===== config.mk =====
export PLATFORM = sky130hd
export DESIGN_NAME = regfile_arbiter
export DESIGN_NICKNAME = d
export VERILOG_FILES = /design/src/rtl/regfile_arbiter.sv
export SDC_FILE = /design/constraint.sdc
export NUM_CORES = 1
export LEC_CHECK = 0
export CORE_MARGIN = 10
export CORE_UTILIZATION = 40
export CTS_CLUSTER_SIZE = 16
export DETAILED_ROUTE_END_ITERATION = 10
export PLACE_DENSITY = 0.89
export SYNTH_ARGS = -nofsm -noshare
export SYNTH_HDL_FRONTEND = slang
export SYNTH_SLANG_ARGS = --single-unit

===== constraint.sdc =====
create_clock -name clk -period 1.46 [get_ports clk]
set_input_delay 0.365 -clock clk [delete_from_list [all_inputs] [get_ports clk]]
set_output_delay 0.365 -clock clk [all_outputs]
set_load 0.01 [all_outputs]

===== src/rtl/regfile_arbiter.sv =====
// regfile_arbiter: two-port round-robin arbiter and access sequencer for the
// 16 x 8 register file. Each granted access runs SETUP -> STROBE -> DONE, so
// the address and data lines settle one cycle before the write strobe.
module regfile_arbiter #(
    parameter int AW = 4,
    parameter int DW = 8
) (
    input  logic          clk,
    input  logic          reset,
    input  logic          req_a,
    input  logic          req_b,
    input  logic          we_a,
    input  logic          we_b,
    input  logic [AW-1:0] addr_a,
    input  logic [AW-1:0] addr_b,
    input  logic [DW-1:0] wdata_a,
    input  logic [DW-1:0] wdata_b,
    input  logic [DW-1:0] rf_data_read,
    output logic          gnt_a,
    output logic          gnt_b,
    output logic          done_a,
    output logic          done_b,
    output logic [DW-1:0] rdata,
    output logic          busy,
    output logic [AW-1:0] rf_address,
    output logic [DW-1:0] rf_data_write,
    output logic          rf_write_en
);

    localparam logic [1:0] S_IDLE   = 2'd0;
    localparam logic [1:0] S_SETUP  = 2'd1;
    localparam logic [1:0] S_STROBE = 2'd2;
    localparam logic [1:0] S_DONE   = 2'd3;

    logic [1:0] state;
    logic       last;   // 1 = port B was granted most recently
    logic       op;     // 1 = current access is a write
    logic       win_b;

    // Winner selection: a lone requester wins, a tie goes to the port not served last.
    always_comb begin
        win_b = req_b & (~req_a | ~last);
    end

    assign busy = (state != S_IDLE);

    // Sequencer state, grant/done flags and register-file pin registers.
    always_ff @(posedge clk) begin
        if (reset) begin
            state         <= S_IDLE;
            last          <= 1'b1;
            op            <= 1'b0;
            gnt_a         <= 1'b0;
            gnt_b         <= 1'b0;
            done_a        <= 1'b0;
            done_b        <= 1'b0;
            rdata         <= '0;
            rf_address    <= '0;
            rf_data_write <= '0;
            rf_write_en   <= 1'b0;
        end else begin
            case (state)
                S_IDLE: begin
                    if (req_a || req_b) begin
                        state         <= S_SETUP;
                        gnt_a         <= ~win_b;
                        gnt_b         <= win_b;
                        last          <= win_b;
                        op            <= win_b ? we_b : we_a;
                        rf_address    <= win_b ? addr_b : addr_a;
                        rf_data_write <= win_b ? wdata_b : wdata_a;
                    end
                end
                S_SETUP: begin
                    state       <= S_STROBE;
                    rf_write_en <= op;
                end
                S_STROBE: begin
                    state       <= S_DONE;
                    rf_write_en <= 1'b0;
                    done_a      <= gnt_a;
                    done_b      <= gnt_b;
                    if (!op) begin
                        rdata <= rf_data_read;
                    end
                end
                S_DONE: begin
                    state  <= S_IDLE;
                    done_a <= 1'b0;
                    done_b <= 1'b0;
                    gnt_a  <= 1'b0;
                    gnt_b  <= 1'b0;
                end
                default: begin
                    state <= S_IDLE;
                end
            endcase
        end
    end

endmodule


==> results.cfg <==
[critical_path]
path_delay_family = flip-flops
cp-start-kind = flip-flop
crit_arrival_ns = 1.05
critical_path_class = flip-flop to output port
critical-path-max-stage-delay_ns = 0.35
cp_num_buf_inv = 3
critPathRequiredTime_ns = 1.10
worstSetupStartpoint = state[0]
critPathMostFrequentCell = inv_2
end_kind = output port
crit_slowest_cell = dfxtp_2
reg2reg_from = state[1]
crit_fanout = 2
path_cells = inv_2 -> ha_4 -> inv_2 -> buf_6

[route]
wl_per_cell_um = 15.08
drtIter0Drc = 50
drc_errors = 0
antenna_left = 0
via_count = 1280
drt-vias-per-instance = 4.830
wirelength_um = 3996
drt_first_pass_iters = 4

[final_layout]
final_util = 0.6875
diodes = 0
layout-drive-gt1-share = 0.2511
finalInstanceArea_um2 = 2276
finalNetCount = 260
fin_cells = 265
syn2layout_area_growth_pct = 68.11

[cts]
cts_max_path_buffers = 2
numCtsBuffers = 5
cts_tree = yes
cts_sinks = 29
clock_latency_ns = 0.32
clockRootBuffer = clkbuf_4
cts_hold_buffers = 0
h-tree-depth = 2
clk_pin_slew_ns = 0.08

[worst_hold_path]
hold_start = rf_write_en
min_path_type = flip-flop to flip-flop

[synthesis]
syn_area_per_cell_um2 = 9.740
ys.warnings.count = 0
syn_nets = 181
syn_area_um2 = 1354
synth_top_cell_by_area = dfxtp_1
yosys-top-cells-count = dfxtp_1 (29), nand2_1 (27), nor2_1 (16)
ys_seq_area_frac = 0.4288
synth-edff-count = 0
synth_top_area_frac = 0.4288
synth.most_common_cell = dfxtp_1
synthTopCellsByArea = dfxtp_1 (43%), a311oi_2 (11%), mux2i_1 (8.1%)
ys.flop_type = dfxtp_1
synth.distinct_cells = 28
postSynthCellCount = 139
async_flop_share = 0
synth-seq-cells = 29

[die]
io_pins = 64
die_y_um = 78.18
die_width_um = 78.18
rows = 21
die-area_um2 = 6111
initial_utilization = 0.4089
core_area_um2 = 3311

[job]
maxCapViolCount = 0

[pwr]
power.total_mw = 3.925
irDropWorstVdd_uv = 828.3
p_per_area_nw_per_um2 = 1724
p_leak_nw = 0.9764

[global_route]
antenna_found_initial = 0
grt_use_total = 0.1279
grt_pass1_wl_um = 6389
overflow = 0
grt_pass1_vias = 1348
grt_max_degree = 23

[sta]
final.setup.worst_slack_ns = 0.04817
setup_violations = 0
fmax_mhz = 708.3
slew_headroom = 0.8004
fin_skew_ns = 0.004153
tightestPinTransition_ns = 0.2984
rsz0062_at_grt = true
hold_viol = 0
period_minus_slack_ns = 1.412
period_share = 0.9670
maxSlewViolCount = 0

[placed_design]
placed_cell_area_um2 = 2118
place_inst = 253
portBuffers = 63
dp_slack_ns = -0.2829
hpwl_um = 2855
routabilityCongestion = 0.7770

[outcome]
status = complete, no violations
[metal layers]
layer,track usage,vias to the layer above,share of wire
met3,0.05581,6,0.072
met1,0.1309,583,0.41
met5,0,-,0
met4,0.04839,0,0.016
li1,-,642,-
met2,0.2253,49,0.50
[final timing paths]
check / slack (ns) / to / depth (start not counted)
hold / removal: 0.47 / rf_write_en / 2
setup / recovery: 0.05 / busy / 4
hold reg to reg: 0.47 / rf_write_en / 2
setup reg to reg: 0.06 / op / 7
[cells in the final DEF, fill, tap and decap left out, types with 4 or more instances in the layout]
| cell | count |
|---|---|
| clkdlybuf4s50_1 | 37 |
| buf_4 | 11 |
| nor2_2 | 7 |
| dlygate4sd2_1 | 25 |
| a311oi_2 | 11 |
| dfxtp_1 | 27 |
| nor2_1 | 16 |
| mux2i_1 | 11 |
| buf_12 | 4 |
| clkbuf_4 | 5 |
| nand2_1 | 27 |
[cell type report]
| class | count | area [um2] |
|---|---|---|
| Clock buffer | 7 | 55.05 |
| Clock inverter | 1 | 30.03 |
| Fill cell | 285 | 1035 |
| Inverter | 3 | 11.26 |
| Multi-Input combinational cell | 98 | 711.9 |
| Sequential cell | 29 | 583.1 |
| Tap cell | 46 | 57.56 |
| Timing Repair Buffer | 81 | 827.0 |
[through the flow]
stage	setup TNS, ns	hold slack [ns]
2_1_floorplan	0	0.4884
3_3_place_gp	-3.384	0.4524
3_5_place_dp	-3.822	0.4705
4_1_cts	0	0.4789
5_1_grt	-0.01566	0.5081
6_report	0	0.4730
[registers in the layout (all words and copies together) (netlist names)]
register,cells
state,2
rf_address,4
gnt_a,1
rdata,8
rf_write_en,1
done_b,1
gnt_b,1
rf_data_write,8
done_a,1
last,1
op,1
[kinds of logic after synthesis]
| family | Yosys count | synth area share |
|---|---|---|
| fa+ha+maj | 4 | 0.03697 |
| simple gates | 60 | 0.2006 |
| mux | 11 | 0.08133 |
| buf+inv | 12 | 0.06655 |
| compound gates | 23 | 0.1858 |
| flops | 29 | 0.4288 |
[worst min-delay path, delay by kind of cell (launching register included)]
family / cells / cell delay, ns
flip-flops: 1 / 0.32
AND/OR/NAND/NOR: 1 / 0.06
AO/OA/AOI/OAI: 1 / 0.05
[repair_timing]
action                                  in CTS  in global routing
gates resized for setup                     36                  6
buffers inserted                             1                  1
endpoints found under the setup margin      34                 25
pin swaps                                    1                  1
gates cloned                                 1                  1
[power breakdown]
group          leakage [nW]  switching, mW  internal, mW
clock                0.0455          0.267         0.409
sequential            0.239          0.147          1.03
combinational         0.692          0.942          1.13
Note: power is estimated with default switching activity, not from simulation.
